`src/rtl/digital_clock_pkg.sv`:
```
// Shared types, limits and BCD helper for the time-of-day counter.
// Imported by the interface, the counter and the top.
package digital_clock_pkg;

    typedef logic [7:0] bcd2_t;

    typedef enum logic {
        RUN = 1'b0,
        SET = 1'b1
    } clk_state_t;

    localparam bcd2_t SEC_MAX  = 8'h59;
    localparam bcd2_t MIN_MAX  = 8'h59;
    localparam bcd2_t HR24_MAX = 8'h23;
    localparam bcd2_t HR12_MAX = 8'h12;
    localparam bcd2_t HR12_MIN = 8'h01;

    function automatic bcd2_t bcd_inc(input bcd2_t v);
        bcd2_t r;
        if (v[3:0] == 4'd9) begin
            r = {v[7:4] + 4'd1, 4'd0};
        end else begin
            r = {v[7:4], v[3:0] + 4'd1};
        end
        return r;
    endfunction

endpackage

```
`src/rtl/digital_clock_if.sv`:
```
// Control inputs and BCD time outputs of the clock core.
// Alarm signals exist only when DIGITAL_CLOCK_ALARM_EN is defined.
interface digital_clock_if;
    import digital_clock_pkg::*;

    logic  ONE_HZ_PULSE;
    logic  Set_Mode;
    logic  Inc_Min;
    logic  Inc_Hour;
    bcd2_t SEC_BCD;
    bcd2_t MIN_BCD;
    bcd2_t HOUR_BCD;
    logic  PM;
    logic  TIME_STROBE;

`ifdef DIGITAL_CLOCK_ALARM_EN
    bcd2_t ALARM_HOUR;
    bcd2_t ALARM_MIN;
    logic  ALARM_PM;
    logic  Alarm_En;
    logic  Alarm_Ack;
    logic  ALARM_OUT;

    modport master (
        output ONE_HZ_PULSE, Set_Mode, Inc_Min, Inc_Hour,
        output ALARM_HOUR, ALARM_MIN, ALARM_PM,
        output Alarm_En, Alarm_Ack,
        input  SEC_BCD, MIN_BCD, HOUR_BCD, PM, TIME_STROBE,
        input  ALARM_OUT
    );

    modport slave (
        input  ONE_HZ_PULSE, Set_Mode, Inc_Min, Inc_Hour,
        input  ALARM_HOUR, ALARM_MIN, ALARM_PM,
        input  Alarm_En, Alarm_Ack,
        output SEC_BCD, MIN_BCD, HOUR_BCD, PM, TIME_STROBE,
        output ALARM_OUT
    );
`else
    modport master (
        output ONE_HZ_PULSE, Set_Mode, Inc_Min, Inc_Hour,
        input  SEC_BCD, MIN_BCD, HOUR_BCD, PM, TIME_STROBE
    );

    modport slave (
        input  ONE_HZ_PULSE, Set_Mode, Inc_Min, Inc_Hour,
        output SEC_BCD, MIN_BCD, HOUR_BCD, PM, TIME_STROBE
    );
`endif

endinterface

```
`src/rtl/digital_clock_bcd_mod_counter.sv`:
```
// Two-digit BCD modulo counter wrapping MAX -> MIN.
// load_min overrides inc; carry flags an increment taken at MAX.
module bcd_mod_counter
    import digital_clock_pkg::*;
#(
    parameter bcd2_t MAX = SEC_MAX,
    parameter bcd2_t MIN = 8'h00,
    parameter bcd2_t RST = MIN
) (
    input  logic  clk_i,
    input  logic  rst_n_i,
    input  logic  inc_i,
    input  logic  load_min_i,
    output bcd2_t value_o,
    output logic  carry_o
);

    bcd2_t value_q;
    bcd2_t value_d;

    always_comb begin
        value_d = value_q;
        if (load_min_i) begin
            value_d = MIN;
        end else if (inc_i) begin
            value_d = (value_q == MAX) ? MIN : bcd_inc(value_q);
        end
    end

    always_ff @(posedge clk_i) begin
        if (!rst_n_i) begin
            value_q <= RST;
        end else begin
            value_q <= value_d;
        end
    end

    assign value_o = value_q;
    assign carry_o = inc_i & (value_q == MAX);

endmodule

```
`src/rtl/digital_clock_core.sv`:
```
// HH:MM:SS BCD time-of-day counter advanced by rising edges of a 1 Hz input.
// Optional alarm compare/latch enabled by defining DIGITAL_CLOCK_ALARM_EN.
module digital_clock_core
    import digital_clock_pkg::*;
#(
    parameter bit HOUR_24 = 1'b1
) (
    input  logic            CLK_MHZ_50,
    input  logic            Clear,
    digital_clock_if.slave  bus
);

    localparam bcd2_t HR_MAX = HOUR_24 ? HR24_MAX : HR12_MAX;
    localparam bcd2_t HR_MIN = HOUR_24 ? 8'h00 : HR12_MIN;
    localparam bcd2_t HR_RST = HOUR_24 ? 8'h00 : HR12_MAX;

    clk_state_t state_q;
    clk_state_t state_d;
    logic       tick_q;
    logic       tick;
    logic       strobe_q;
    logic       strobe_d;
    logic       in_set;

    bcd2_t sec;
    bcd2_t min;
    bcd2_t hour;
    logic  sec_inc;
    logic  min_inc;
    logic  hr_inc;
    logic  sec_carry;
    logic  min_carry;
    logic  hr_carry;
    logic  pm;

    assign tick = bus.ONE_HZ_PULSE & ~tick_q;

    always_comb begin
        state_d = state_q;
        unique case (state_q)
            RUN:     if (bus.Set_Mode)  state_d = SET;
            SET:     if (!bus.Set_Mode) state_d = RUN;
            default: state_d = RUN;
        endcase
    end

    // Act on the state being entered so SET wins over a same-cycle tick.
    assign in_set  = (state_d == SET);
    assign sec_inc = tick & ~in_set;
    assign min_inc = sec_carry | (in_set & bus.Inc_Min);
    assign hr_inc  = (min_carry & ~in_set) | (in_set & bus.Inc_Hour);

    assign strobe_d = sec_inc | min_inc | hr_inc | hr_carry
                    | (in_set & (sec != 8'h00));

    always_ff @(posedge CLK_MHZ_50) begin
        if (!Clear) begin
            state_q  <= RUN;
            tick_q   <= 1'b0;
            strobe_q <= 1'b0;
        end else begin
            state_q  <= state_d;
            tick_q   <= bus.ONE_HZ_PULSE;
            strobe_q <= strobe_d;
        end
    end

    bcd_mod_counter #(.MAX(SEC_MAX), .MIN(8'h00)) u_sec (
        .clk_i      (CLK_MHZ_50),
        .rst_n_i    (Clear),
        .inc_i      (sec_inc),
        .load_min_i (in_set),
        .value_o    (sec),
        .carry_o    (sec_carry)
    );

    bcd_mod_counter #(.MAX(MIN_MAX), .MIN(8'h00)) u_min (
        .clk_i      (CLK_MHZ_50),
        .rst_n_i    (Clear),
        .inc_i      (min_inc),
        .load_min_i (1'b0),
        .value_o    (min),
        .carry_o    (min_carry)
    );

    bcd_mod_counter #(.MAX(HR_MAX), .MIN(HR_MIN), .RST(HR_RST)) u_hr (
        .clk_i      (CLK_MHZ_50),
        .rst_n_i    (Clear),
        .inc_i      (hr_inc),
        .load_min_i (1'b0),
        .value_o    (hour),
        .carry_o    (hr_carry)
    );

    generate
        if (HOUR_24) begin : g_no_pm
            assign pm = 1'b0;
        end else begin : g_pm
            logic pm_q;
            logic pm_d;

            // Meridiem flips on 11 -> 12, not on the 12 -> 01 wrap.
            always_comb begin
                pm_d = pm_q;
                if (hr_inc && (hour == 8'h11)) begin
                    pm_d = ~pm_q;
                end
            end

            always_ff @(posedge CLK_MHZ_50) begin
                if (!Clear) begin
                    pm_q <= 1'b0;
                end else begin
                    pm_q <= pm_d;
                end
            end

            assign pm = pm_q;
        end
    endgenerate

`ifdef DIGITAL_CLOCK_ALARM_EN
    logic alarm_q;
    logic alarm_d;
    logic alarm_hit;

    // strobe_q marks the first cycle showing a freshly changed time.
    assign alarm_hit = strobe_q
                     & (state_q == RUN)
                     & (hour == bus.ALARM_HOUR)
                     & (min == bus.ALARM_MIN)
                     & (sec == 8'h00)
                     & (HOUR_24 | (pm == bus.ALARM_PM));

    always_comb begin
        alarm_d = alarm_q;
        if (bus.Alarm_Ack || !bus.Alarm_En) begin
            alarm_d = 1'b0;
        end else if (alarm_hit) begin
            alarm_d = 1'b1;
        end
    end

    always_ff @(posedge CLK_MHZ_50) begin
        if (!Clear) begin
            alarm_q <= 1'b0;
        end else begin
            alarm_q <= alarm_d;
        end
    end

    assign bus.ALARM_OUT = alarm_q;
`endif

    assign bus.SEC_BCD     = sec;
    assign bus.MIN_BCD     = min;
    assign bus.HOUR_BCD    = hour;
    assign bus.PM          = pm;
    assign bus.TIME_STROBE = strobe_q;

endmodule

```
`src/flat_wrapper.sv`:
```
// flat-port wrapper written by rule: the top's interface ports become plain ports
module digital_clock_core_flat import digital_clock_pkg::*;
#(
    parameter bit HOUR_24 = 1'b1
)
  (CLK_MHZ_50, Clear, bus_ONE_HZ_PULSE, bus_Set_Mode, bus_Inc_Min, bus_Inc_Hour, bus_SEC_BCD, bus_MIN_BCD, bus_HOUR_BCD, bus_PM, bus_TIME_STROBE);
  digital_clock_if bus_i ();
  input  logic CLK_MHZ_50;
  input  logic Clear;
  input wire logic [$bits(bus_i.ONE_HZ_PULSE)-1:0] bus_ONE_HZ_PULSE;
  input wire logic [$bits(bus_i.Set_Mode)-1:0] bus_Set_Mode;
  input wire logic [$bits(bus_i.Inc_Min)-1:0] bus_Inc_Min;
  input wire logic [$bits(bus_i.Inc_Hour)-1:0] bus_Inc_Hour;
  output wire logic [$bits(bus_i.SEC_BCD)-1:0] bus_SEC_BCD;
  output wire logic [$bits(bus_i.MIN_BCD)-1:0] bus_MIN_BCD;
  output wire logic [$bits(bus_i.HOUR_BCD)-1:0] bus_HOUR_BCD;
  output wire logic [$bits(bus_i.PM)-1:0] bus_PM;
  output wire logic [$bits(bus_i.TIME_STROBE)-1:0] bus_TIME_STROBE;
  assign bus_i.ONE_HZ_PULSE = bus_ONE_HZ_PULSE;
  assign bus_i.Set_Mode = bus_Set_Mode;
  assign bus_i.Inc_Min = bus_Inc_Min;
  assign bus_i.Inc_Hour = bus_Inc_Hour;
  assign bus_SEC_BCD = bus_i.SEC_BCD;
  assign bus_MIN_BCD = bus_i.MIN_BCD;
  assign bus_HOUR_BCD = bus_i.HOUR_BCD;
  assign bus_PM = bus_i.PM;
  assign bus_TIME_STROBE = bus_i.TIME_STROBE;
  digital_clock_core #(.HOUR_24(HOUR_24)) u_core (.CLK_MHZ_50(CLK_MHZ_50), .Clear(Clear), .bus(bus_i));
endmodule
```
`config.mk`:
```
export PLATFORM = sky130hd
export DESIGN_NAME = digital_clock_core_flat
export DESIGN_NICKNAME = d
export VERILOG_FILES = /design/src/rtl/digital_clock_pkg.sv /design/src/rtl/digital_clock_if.sv /design/src/rtl/digital_clock_bcd_mod_counter.sv /design/src/rtl/digital_clock_core.sv /design/src/flat_wrapper.sv
export SDC_FILE = /design/constraint.sdc
export NUM_CORES = 1
export LEC_CHECK = 0
export CORE_MARGIN = 2
export CORE_UTILIZATION = 45
export CTS_CLUSTER_DIAMETER = 40
export CTS_CLUSTER_SIZE = 28
export DETAILED_ROUTE_END_ITERATION = 8
export PLACE_DENSITY = 0.73
export SYNTH_ARGS = -nofsm -noshare
export SYNTH_HDL_FRONTEND = slang
export SYNTH_SLANG_ARGS = --single-unit
```
`constraint.sdc`:
```
create_clock -name CLK_MHZ_50 -period 2.6 [get_ports CLK_MHZ_50]
set_input_delay 0.26 -clock CLK_MHZ_50 [delete_from_list [all_inputs] [get_ports CLK_MHZ_50]]
set_output_delay 0.26 -clock CLK_MHZ_50 [all_outputs]
set_load 0.03 [all_outputs]
```
==> results of run 1 <==
## routing by layer
layer	track usage, %	routed length (µm)
met1	22.43	1414
met2	30.12	1522
met3	5.330	100
met4	3.727	11
met5	0	0
## cell families (layout without fill, tap and decap cells)
family                     after synthesis  count (layout)
adders and majority gates               14              14
and+or+nand+nor                         68              68
AOI/OAI and AO/OA                       30              30
muxes                                    3               3
xor gates and xnor gates                 6               6
buffers and inverters                   15              46
DFF                                     26              26
other                                    1               1
## final timing paths
check,start,endpoint,slack [ps],cells after the start
worst max register to register,u_core.u_sec.value_o[0],u_core.u_hr.value_o[5],430,6
worst max-delay path,u_core.u_sec.value_o[0],u_core.u_hr.value_o[5],430,6
worst min register to register,u_core.u_hr.value_o[6],u_core.u_hr.value_o[6],520,2
worst min-delay path,u_core.u_hr.value_o[6],u_core.u_hr.value_o[6],520,2
## registers in the layout (all words and copies together) (netlist names)
signal	count
u_core.bus.TIME_STROBE	1
u_core.u_sec.value_o	8
u_core.u_hr.value_o	8
u_core.u_min.value_o	8
u_core.tick_q	1
## power groups by stage
stage / logic, mW / registers [mW] / clock network [mW]
detailed placement: 0.0810 / 0.422 / 0
global route: 0.0879 / 0.415 / 0.228
global placement: 0.0789 / 0.422 / 0
floorplan: 0.0408 / 0.432 / 0
CTS: 0.0812 / 0.413 / 0.209
finish: 0.0809 / 0.413 / 0.201
## Yosys cell counts, types with 2 or more instances
cell and number:
xnor2_1 2, nor2_1 17, and2_1 3, xor2_1 4, and3b_1 4, nand3b_1 4
dfxtp_1 26, a21oi_1 10, mux2i_1 3, nand4_1 2, a311oi_1 2, a31oi_1 2
nand3_1 5, o41ai_1 3, nand2b_1 2, o21ai_0 4, ha_1 14, clkbuf_1 3
inv_1 9, nand2_1 15, nor3_1 2, or3_1 6
## stage by stage
step | util (%) | setup WS (ps) | hold WS, ps
2_1_floorplan | - | 457.9 | 381.7
3_3_place_gp | 58.32 | 376.0 | 489.8
3_5_place_dp | 58.32 | 310.0 | 499.5
4_1_cts | 59.51 | 438.4 | 515.5
5_1_grt | 59.51 | 262.1 | 547.1
6_report | 59.51 | 433.8 | 516.2
## worst max-delay path, stage by stage, from the launching register on
cell and delay (ps):
dfxtp_1 460, ha_1 170, and3b_1 210, nand3_2 120, o41a_1 550, o311ai_0 400
o41ai_1 140
## cell type report
cell class / count / area (µm²)
Timing Repair Buffer: 33 / 322.8
Sequential cell: 26 / 520.5
Inverter: 9 / 33.78
Tap cell: 44 / 55.05
Fill cell: 289 / 1236
Multi-Input combinational cell: 122 / 848.3
Clock buffer: 4 / 36.28
==> impl_results.md, run 1 <==
- Most frequent cells in the layout: 30 x clkdlybuf4s50_1, 26 x dfxtp_1, 17 x nor2_1, 15 x nand2_1, 14 x ha_1
- Nets: 215
- Die W: 60.52 µm
- Register area share after synthesis: 36.21%
- Setup crit end kind: flop
- Tmin final: 2166 ps
- Wire per inst: 12.81 µm
- Slew margin rel.: 59.43%
- Synth Area in Compound Gates: 14.62%
- CP Data Required Time: 2800 ps
- Unrepaired setup endpoints after global routing: false
- Number of synthesized register bits: 26
- Largest net degree at the start of global routing: 15
- Ys Warns: 0
- Final wirelength: 3049 µm
- Post-route insts no fill: 238
- Max cap viols: 0
- Final antenna-violating net count: 0
- Full die area: 3663 µm²
- Num CTS Buffers: 3
- # placed instances: 234
- P_sw: 0.1692 mW
- Post-synthesis adder-cell area fraction: 12.18%
- Post-Synth XOR/XNOR Area: 3.655%
- Min-Delay Path Class: reg2reg
- Global-route wire length before repair: 4864 µm
- Cells after synthesis: 163
- VDD IR max: 0.0002498 V
- Sw frac: 24.33%
- Pint: 0.5262 mW
- Worst setup SP type: flop
- Pwr Total: 0.6953 mW
- Initial antenna violation count: 0
- Cell area after layout: 1817 µm²
- Most common cell after layout, fill and taps aside: clkdlybuf4s50_1
- DRT Pass-1 Iters: 4
- Main flop type after synthesis: dfxtp_1
- Final Hold Violating Endpoints: 0
- Number of I/O port buffers: 30
- Area of the mapped netlist: 1438 µm²
- Setup Skew: 6.569 ps
- Worst skew pair latency: 320 ps
- Layout cells sized above 1: 5.670%
- CP Class: reg2reg
- Post-synthesis mux area share: 2.089%
- Worst-path fanout max: 9
- Mean Syn Cell Area: 8.820 µm²
- Share of the synthesized area in the top cell type: 36.21%
- Status: complete, no violations
- Sequential power share: 59.4%
- # diodes: 0
- CTS Hold Bufs: 0
- Clock transition at path regs: 130 ps
- Leakage: 0.6757 nW
- Clock power frac: 28.9%
- CTS Buffer Depth: 2
- Logic pwr share: 11.6%
- CTS H-tree depth: 1
- # DRC: 0
- Post-CTS Repair Setup Buffers: 0
- Post-synth EDFFs: 0
- GPL Wtd Cong: 0.8062
- Dpl hpwl: 2317 µm
- Power density cells: 382.7 nW/µm²
- Setup violators final: 0
- Vias per Instance: 5.214
- Largest family of logic cells by synthesized area: simple AND/OR/NAND/NOR gates
- Via count: 1241
- Number of sinks on the clock net: 26
- CTS tree: yes
- Placed inst area: 1780 µm²
- Grt ovf: 0
- Post-synth top area cell: dfxtp_1
- FP Rows: 20
- Synth cell types: 43
- Maximum clock rate: 0.4616 GHz
- Initial DRC Count: 46
- Ys async rst share: 0%
- Syn Nets: 183
- Max Transition Viols Final: 0
- Crit path DAT: 2370 ps
- Vias in the first global route: 1111
- Die Ht: 60.52 µm
- Initial Util: 47.09%
- Area grow syn2layout: 26.37%
- TNS Setup: 0 ps
- Boundary pin count: 32
- Root Driver: clkbuf_4
- Core area: 3053 µm²
- Simple-gate share of the synthesized area: 26.20%
- Tcrit/Tclk final: 83.32%
- Post-cts resize count: 0
- All-layer global routing usage: 17.72%
- Slew @ Worst Pin: 602.0 ps
- Top cells by area, synth: dfxtp_1 36%, ha_1 12%, nor2_1 4.4%, nand2_1 3.9%, a21oi_1 3.5%
Power figures use the tool's default switching activity.
==> run 2: changes to the inputs <==
==> constraint.sdc (replaced) <==
create_clock -name CLK_MHZ_50 -period 2.1 [get_ports CLK_MHZ_50]
set_input_delay 0.21 -clock CLK_MHZ_50 [delete_from_list [all_inputs] [get_ports CLK_MHZ_50]]
set_output_delay 0.21 -clock CLK_MHZ_50 [all_outputs]
set_load 0.03 [all_outputs]
==> run 2 against run 1 <==
- design area up 5.2%
- fmax up 7.8%
- combinational power up 38%
- utilization up 3.1 points
- die area unchanged
- final cell count up 3.4%
- critical path depth unchanged
- first-iteration DRC count down 52%
- global-route usage down 0.21 points
- largest power group unchanged
- highest routed layer is now met3
==> impl_results.md, run 2 (synthesis results as in run 1) <==
- Status: complete, no violations (unchanged)
- Worst skew pair latency: 320 ps (about the same)
- # placed instances: 241 (was 234)
- Grt ovf: 0 (unchanged)
- DRT Pass-1 Iters: 4 (unchanged)
- Dpl hpwl: 2388 µm (was 2317 µm)
- Full die area: 3663 µm² (unchanged)
- Leakage: 0.7197 nW (was 0.6757 nW)
- Setup crit end kind: flop (unchanged)
- Die Ht: 60.52 µm (unchanged)
- CTS Buffer Depth: 2 (unchanged)
- Tcrit/Tclk final: 95.68% (was 83.32%)
- Layout cells sized above 1: 14.85% (was 5.670%)
- Post-route insts no fill: 246 (was 238)
- Die W: 60.52 µm (unchanged)
- Slew margin rel.: 64.99% (was 59.43%)
- Initial antenna violation count: 0 (unchanged)
- Core area: 3053 µm² (unchanged)
- Wire per inst: 13.14 µm (was 12.81 µm)
- Slew @ Worst Pin: 525.2 ps (was 602.0 ps)
- DP Worst Slack: -60.73 ps (was 310.0 ps)
- Crit-path slowest cell: o41a_1 (unchanged)
- Vias in the first global route: 1149 (was 1111)
- # DRC: 0 (unchanged)
- Final-layout fill cell count: 266 (was 289)
- Maximum clock rate: 0.4977 GHz (was 0.4616 GHz)
- Vias per Instance: 5.289 (was 5.214)
- Boundary pin count: 32 (unchanged)
- Initial Util: 47.09% (unchanged)
- FP Rows: 20 (unchanged)
- Root Driver: clkbuf_4 (unchanged)
- Nets: 223 (was 215)
- Final wirelength: 3232 µm (was 3049 µm)
- Worst-path fanout max: 7 (was 9)
- CP Data Required Time: 2370 ps (was 2800 ps)
- Reg area: 533.0 µm² (was 520.5 µm²)
- Via count: 1301 (was 1241)
- Unrepaired setup endpoints after global routing: false (unchanged)
- Initial DRC Count: 22 (was 46)
- CTS tree: yes (unchanged)
- CP Cell Sequence: ha_2 > nand2_1 > or2_4 > o41a_1 > or3_4 > a21oi_2 (was ha_1 > and3b_1 > nand3_2 > o41a_1 > o311ai_0 > o41ai_1)
- Clock transition at path regs: 140 ps (was 130 ps)
- Setup violators final: 0 (unchanged)
- Worst hold slack: 514.2 ps (was 516.2 ps)
- Worst setup SP type: flop (unchanged)
- Tmin final: 2009 ps (was 2166 ps)
- Max Transition Viols Final: 0 (unchanged)
- Number of I/O port buffers: 30 (unchanged)
- Cell area after layout: 1911 µm² (was 1817 µm²)
- Largest net degree at the start of global routing: 15 (unchanged)
- # diodes: 0 (unchanged)
- GPL Wtd Cong: 0.7877 (was 0.8062)
- CP max stage delay: 520 ps (was 550 ps)
- VDD IR max: 0.0004368 V (was 0.0002498 V)
- CP top delay family: simple AND/OR/NAND/NOR gates (was compound AO/OA/AOI/OAI gates)
- Min-Delay Path Class: reg2reg (unchanged)
- CP Class: reg2reg (unchanged)
- Global-route wire length before repair: 4912 µm (was 4864 µm)
- Power density cells: 456.7 nW/µm² (was 382.7 nW/µm²)
- Final WS setup: 90.80 ps (was 433.8 ps)
- Pwr Total: 0.8725 mW (was 0.6953 mW)
- Crit path buffers/inverters: 0 (unchanged)
- Crit path DAT: 2280 ps (was 2370 ps)
- Num CTS Buffers: 3 (unchanged)
- Max cap viols: 0 (unchanged)
- Placed inst area: 1837 µm² (was 1780 µm²)
- Setup Skew: 7.597 ps (was 6.569 ps)
- Final Hold Violating Endpoints: 0 (unchanged)
- Final antenna-violating net count: 0 (unchanged)
- Most common cell after layout, fill and taps aside: clkdlybuf4s50_1 (unchanged)
- Area grow syn2layout: 32.90% (was 26.37%)
- CTS H-tree depth: 1 (unchanged)
- Area of the multi-input gates: 869.6 µm² (was 848.3 µm²)
- Number of sinks on the clock net: 26 (unchanged)
- Most frequent cells in the layout: 30 x clkdlybuf4s50_1, 20 x dfxtp_1, 17 x nor2_1, 15 x nand2_1, 13 x ha_1 (was 30 x clkdlybuf4s50_1, 26 x dfxtp_1, 17 x nor2_1, 15 x nand2_1, 14 x ha_1)
- All-layer global routing usage: 17.51% (was 17.72%)
-- run 2: path summary, 6_finish.rpt --
kind / startpoint / to / slack [ps] / cells past startpoint
worst min-delay path: u_core.u_hr.value_o[7] / u_core.u_hr.value_o[7] / 510 / 2
worst min register to register: u_core.u_hr.value_o[7] / u_core.u_hr.value_o[7] / 510 / 2
worst max-delay path: u_core.u_min.value_o[0] / u_core.u_hr.value_o[1] / 90 / 6
worst max register to register: u_core.u_min.value_o[0] / u_core.u_hr.value_o[1] / 90 / 6
-- run 2: through the flow --
step                utilization (%)  setup TNS, ps
CTS                           61.35              0
global route                  62.58              0
global placement              60.16              0
detailed placement            60.16         -127.2
finish                        62.58              0
floorplan                         -              0
-- run 2: worst register-to-register path, cell delays in order (launching register included) --
cell and delay (ps):
dfxtp_4 410, ha_2 170, nand2_1 70, or2_4 250, o41a_1 520, or3_4 420, a21oi_2 120
-- run 2: routing by layer --
layer / global-route usage (%) / wire (µm)
met5: 0 / 0
met4: 2.795 / 0
met3: 4.264 / 100
met2: 31.37 / 1618
met1: 21.78 / 1513
-- run 2: final cells by class --
cell class	count	area share [%]
timing repair buffer	41	20.04
sequential	26	27.90
tap	44	2.881
inverter	9	1.768
multi-input combinational	122	45.51
clock buffer	4	1.899
-- run 2: power breakdown --
part / switching (mW) / leakage [nW] / internal (mW)
clock: 0.144 / 0.0210 / 0.106
sequential: 0.0101 / 0.214 / 0.501
combinational: 0.0597 / 0.485 / 0.0519
total: 0.214 / 0.720 / 0.659
-- run 2: what timing repair did --
item                                    4_1_cts  5_1_grt
gates resized for setup                       0       12
hold endpoints to repair                      0        0
endpoints found under the setup margin        0        4
buffers inserted                              0        1
hold buffers                                  0        0
==> RTL edit 1 (config.mk and constraints of run 2) <==
`MIN_MAX`: 8'h59 -> 8'h2C.
--- a/src/rtl/digital_clock_pkg.sv
+++ b/src/rtl/digital_clock_pkg.sv
@@ -10,7 +10,7 @@
     } clk_state_t;
 
     localparam bcd2_t SEC_MAX  = 8'h59;
-    localparam bcd2_t MIN_MAX  = 8'h59;
+    localparam bcd2_t MIN_MAX  = 8'h2C;
     localparam bcd2_t HR24_MAX = 8'h23;
     localparam bcd2_t HR12_MAX = 8'h12;
     localparam bcd2_t HR12_MIN = 8'h01;
Function: no difference found for any inputs over 10 cycles, from zero or initial values; that may be too few to reach the edited logic, so the function may still have changed.
==> RTL edit 1 against run 2 <==
  * Non-clock buffer count is 2 higher
  * Area after synthesis rose by 3.8%
  * Sequential cell count did not move
  * Die area up 3.6%
  * Power rose by 11%
  * Routed wire length down 0.22%
  * Synthesized cell count rose by 3.7%
  * Worst setup slack gained 0.083 ns
  * Final area grew 3.3%
  * Highest routed layer is now met4
==> RTL edit 1: results (changes against run 2) <==
[placed_design]
gp_congestion=0.811  ; +3.0%
place_area_mm2=0.00191  ; +4.2%
dp_hpwl_um=2490  ; +4.4%
post-place-ws_ns=-0.297  ; -0.236 ns

[yosys]
synth.area.top_cells=dfxtp_1, ha_1, nor2_1
ys_async_sr_fraction=0  ; unchanged
muxShareOfSynthArea=0.00671  ; -0.0142
synth_compound_area_frac=0.155  ; +0.00886
synthXorXnorAreaFrac=0.0352  ; -0.00135
synth_common_cells=dfxtp_1, nor2_1, ha_1
synth_fa_ha_area_frac=0.126  ; +0.00389
synthCells=169  ; +3.7%
synth.distinct_cells=44  ; +2.3%
yosysSeqAreaShare=0.349  ; -0.0134
postSynthNetCount=190  ; +3.8%

[setup_path]
critPathArrivalTime_ns=2.19  ; -0.09 ns
r2r_setup_slack_ns=0.17  ; +0.08 ns
cp_slowest_cell=dfxtp_1
cpPeakStageDelay_ns=0.36  ; -0.16 ns
worst-path-max-fanout=11  ; +4

[layout]
fillers=288  ; +8.3%
register_area_um2=522  ; -2.1%
drive_gt1_frac=0.119  ; -0.0295
final_nets=232  ; +4.0%
diodes=0  ; unchanged
fin_cells=254  ; +3.3%

[grt]
grt_pass1_wl_um=5280  ; +7.5%
grt_max_degree=20  ; +5
grt_antenna_before_repair=0  ; unchanged
grt_util_all_layers=0.184  ; +0.00881
grt_pass1_vias=1247  ; +8.5%

[pwr]
leakage_nw=0.735  ; +2.2%
switching_power_uw=221  ; +3.5%
clockPowerShare=0.362  ; +0.076
p_total_uw=968  ; +11%
ir_drop_v=0.000234  ; -46%

[sta]
min_period_ns=1.93  ; -0.0829 ns
timing.fmax_ghz=0.519  ; +4.3%
whs_ns=0.468  ; -0.0463 ns
finClkSkew_ns=0.0180  ; +0.0104 ns

[routing]
wl_per_cell_um=12.7  ; -3.4%
via_per_inst=5.21  ; -1.4%
drt_iter0_markers=51  ; +130%

[clocking]
clockRootBuffer=clkbuf_4
cts_buffer_depth=2  ; unchanged
clk_pin_slew_worst_paths_ns=0.16  ; +0.02 ns

[worst_hold_path]
holdCritPathClass=in2reg

[outcome]
status=completed

==> RTL edit 1: cell types whose count changed after synthesis, moves of 3 or more <==
cell / change
a21boi_1: +3
nand2_1: -4
a21oi_1: -8
a21boi_0: +7
o21ai_0: +4
and3b_1: -4
==> RTL edit 1: cells by family (layout without fill, tap and decap cells) <==
| kind of cell | after synthesis | after routing |
|---|---|---|
| AOI/OAI and AO/OA | 33 | 33 |
| DFF | 26 | 26 |
| other | 1 | 1 |
| muxes | 1 | 1 |
| xor gates and xnor gates | 6 | 6 |
| buffers and inverters | 17 | 58 |
| and+or+nand+nor | 70 | 70 |
| adders and majority gates | 15 | 15 |
==> RTL edit 1: metal layers <==
layer  part of all wire  vias up  global-route usage  routed length, um
li1                   -      671                   -                  -
met1               0.47      615               0.236               1520
met2               0.49       36               0.316               1570
met3              0.038        2              0.0294                124
met4             0.0047        0              0.0547                 15
met5                  0        -                   0                  0
==> RTL edit 1: path summary, 6_finish.rpt <==
check | start | endpoint | cells after the start
worst min register to register | u_core.u_hr.value_o[6] | u_core.u_hr.value_o[6] | 2
worst min-delay path | bus_ONE_HZ_PULSE | u_core.tick_q | 2
worst max register to register | u_core.u_sec.value_o[5] | u_core.u_min.value_o[0] | 8
worst max-delay path | u_core.u_sec.value_o[5] | u_core.u_min.value_o[0] | 8
==> RTL edit 1: area by class of cell <==
| type | count | area share |
|---|---|---|
| clock buffers | 3 | 0.0114 |
| clock inverters | 1 | 0.0152 |
| inverters | 11 | 0.0209 |
| multi-input cells | 126 | 0.458 |
| flip-flops and latches | 26 | 0.264 |
| well taps | 44 | 0.0279 |
| repair buffers | 43 | 0.202 |
==> RTL edit 1: timing repair <==
| item | CTS | global route |
|---|---|---|
| resized for setup | 0 | 2 |
| endpoints found under the setup margin | 0 | 8 |
| buffers inserted | 0 | 0 |
==> RTL edit 2 (settings of run 2) <==
Made on the original files. `HOUR_24` is set to 1'b1 in 2 places; all go to 1'b0.
--- a/src/rtl/digital_clock_core.sv
+++ b/src/rtl/digital_clock_core.sv
@@ -3,7 +3,7 @@
 module digital_clock_core
     import digital_clock_pkg::*;
 #(
-    parameter bit HOUR_24 = 1'b1
+    parameter bit HOUR_24 = 1'b0
 ) (
     input  logic            CLK_MHZ_50,
     input  logic            Clear,
--- a/src/flat_wrapper.sv
+++ b/src/flat_wrapper.sv
@@ -1,7 +1,7 @@
 // flat-port wrapper written by rule: the top's interface ports become plain ports
 module digital_clock_core_flat import digital_clock_pkg::*;
 #(
-    parameter bit HOUR_24 = 1'b1
+    parameter bit HOUR_24 = 1'b0
 )
   (CLK_MHZ_50, Clear, bus_ONE_HZ_PULSE, bus_Set_Mode, bus_Inc_Min, bus_Inc_Hour, bus_SEC_BCD, bus_MIN_BCD, bus_HOUR_BCD, bus_PM, bus_TIME_STROBE);
   digital_clock_if bus_i ();
Formal check against the unedited RTL: not equivalent (a bounded check fails within 4 cycles, from zero or initial values).
==> RTL edit 2 against run 2 <==
  * Via count grew 22%
  * Synthesized cell count rose by 22%
  * Worst setup slack better by 0.11 ns
  * Final area is 11% higher
  * Non-clock buffer count fell by 3
  * Power grew 15%
  * Routed wire length grew 19%
  * Sequential power up 6.8%
  * Core utilization shrank 4.9 points
  * Global-route usage rose by 1.4 points
  * Critical path type unchanged
  * Clock power up 17%
  * Area after synthesis rose by 20%
  * Sequential cell count rose by 1
  * Clock skew decreased by 0.0043 ns
==> RTL edit 2: results (changes against run 2) <==
[yosys]
synth_compound_area_frac=0.171  ; +0.0247
synth_area_per_cell_um2=8.65  ; -2.0%
synth.area.top_cells=dfxtp_1, ha_1, nand2_1
yosysSeqAreaShare=0.314  ; -0.0479
muxShareOfSynthArea=0.0240  ; +0.00311
synth_fa_ha_area_frac=0.0873  ; -0.0346
ys_warn_count=0  ; unchanged
synth_common_cells=dfxtp_1, nand2_1, ha_1, nor2_1, a21oi_1
synthXorXnorAreaFrac=0.0255  ; -0.0111
ys_async_sr_fraction=0  ; unchanged
postSynthNetCount=217  ; +19%
ys.flop_type=dfxtp_1
synth.distinct_cells=51  ; +19%

[sta]
finClkSkew_ns=0.00328  ; -0.00432 ns
worstMarginPinSlew_ns=0.396  ; -0.129 ns
whs_ns=0.488  ; -0.0259 ns

[clocking]
clkLatencyLatePin_ns=0.27  ; -0.05 ns
clockRootBuffer=clkbuf_8
clk_pin_slew_worst_paths_ns=0.09  ; -0.05 ns
htreeDepth=1  ; unchanged
cts_resized=0  ; unchanged
cts_made_buffers=3  ; unchanged

[layout]
drive_gt1_frac=0.0913  ; -0.0572
fillers=336  ; +26%
diodes=0  ; unchanged
final_nets=249  ; +12%

[placed_design]
dp_cells=274  ; +14%
gp_congestion=0.916  ; +16%
io_buffer_count=31  ; +3.3%
place_area_mm2=0.00207  ; +13%
post-place-ws_ns=0.153  ; +0.214 ns
dp_hpwl_um=2720  ; +14%

[routing]
firstDrtPassIters=4  ; unchanged
finalWirelength_um=3840  ; +19%
drt_iter0_markers=149  ; +580%
wl_per_cell_um=13.8  ; +5.2%
via_per_inst=5.71  ; +8.0%

[setup_path]
critPathArrivalTime_ns=2.06  ; -0.22 ns
worst-path-max-fanout=7  ; unchanged
r2r_setup_slack_ns=0.20  ; +0.11 ns
cp_slowest_cell=and3_1
reg2reg_depth=6  ; unchanged
r2r-start=u_core.u_sec.value_o[5]
rr_endpoint=u_core.u_hr.value_o[1]
critPathTopFamily=simple AND/OR/NAND/NOR gates
cpPeakStageDelay_ns=0.38  ; -0.14 ns

[pwr]
ir_drop_v=0.000340  ; -22%
power_density_mw_per_mm2=474  ; +3.8%
leakage_nw=0.754  ; +4.7%

[worst_hold_path]
holdCritPathClass=reg2reg
holdPathEnd=u_core.bus.PM
min_from=u_core.bus.PM

[grt]
grt_pass1_wl_um=6500  ; +32%
grt_util_all_layers=0.189  ; +0.0138
grt_pass1_vias=1414  ; +23%
grt_max_degree=15  ; unchanged
grt_antenna_before_repair=0  ; unchanged

[outcome]
status=completed

-- RTL edit 2: power breakdown --
| group | switching [mW] | total (mW) | internal [mW] |
|---|---|---|---|
| sequential | 0.0212 | 0.546 | 0.525 |
| clock | 0.158 | 0.293 | 0.136 |
| combinational | 0.0886 | 0.162 | 0.0729 |
| total | 0.267 | 1.00 | 0.734 |
-- RTL edit 2: final cells by class --
type / count / area share
clock buffers: 4 / 0.0213
inverters: 9 / 0.0160
multi-input cells: 152 / 0.507
flip-flops and latches: 27 / 0.256
well taps: 48 / 0.0284
repair buffers: 38 / 0.172
-- RTL edit 2: worst min-delay path, delay by kind of cell, from the launching register on --
kind	cells	cell delay [ns]
flip-flops	1	0.33
multiplexers	1	0.06
AND/OR/NAND/NOR	1	0.05
-- RTL edit 2: metal layers --
metal / wire, um / vias up / track usage
met2: 1650 / 69 / 0.290
met1: 1910 / 720 / 0.269
met5: 0 / - / 0
li1: - / 793 / -
met3: 226 / 6 / 0.0409
met4: 55 / 0 / 0.0443
-- RTL edit 2: how the worst max path moves through the flow --
stage,start,end,slack [ns],cells past startpoint
2_1_floorplan,u_core.u_sec.value_o[5],u_core.u_min.value_o[6],0.22,8
3_3_place_gp,bus_Set_Mode,u_core.bus.PM,0.17,6
3_5_place_dp,bus_ONE_HZ_PULSE,u_core.u_hr.value_o[1],0.15,6
4_1_cts,u_core.u_sec.value_o[5],u_core.u_hr.value_o[1],0.21,6
5_1_grt,u_core.u_sec.value_o[5],u_core.u_hr.value_o[1],0.09,6
6_report,u_core.u_sec.value_o[5],u_core.u_hr.value_o[1],0.20,6
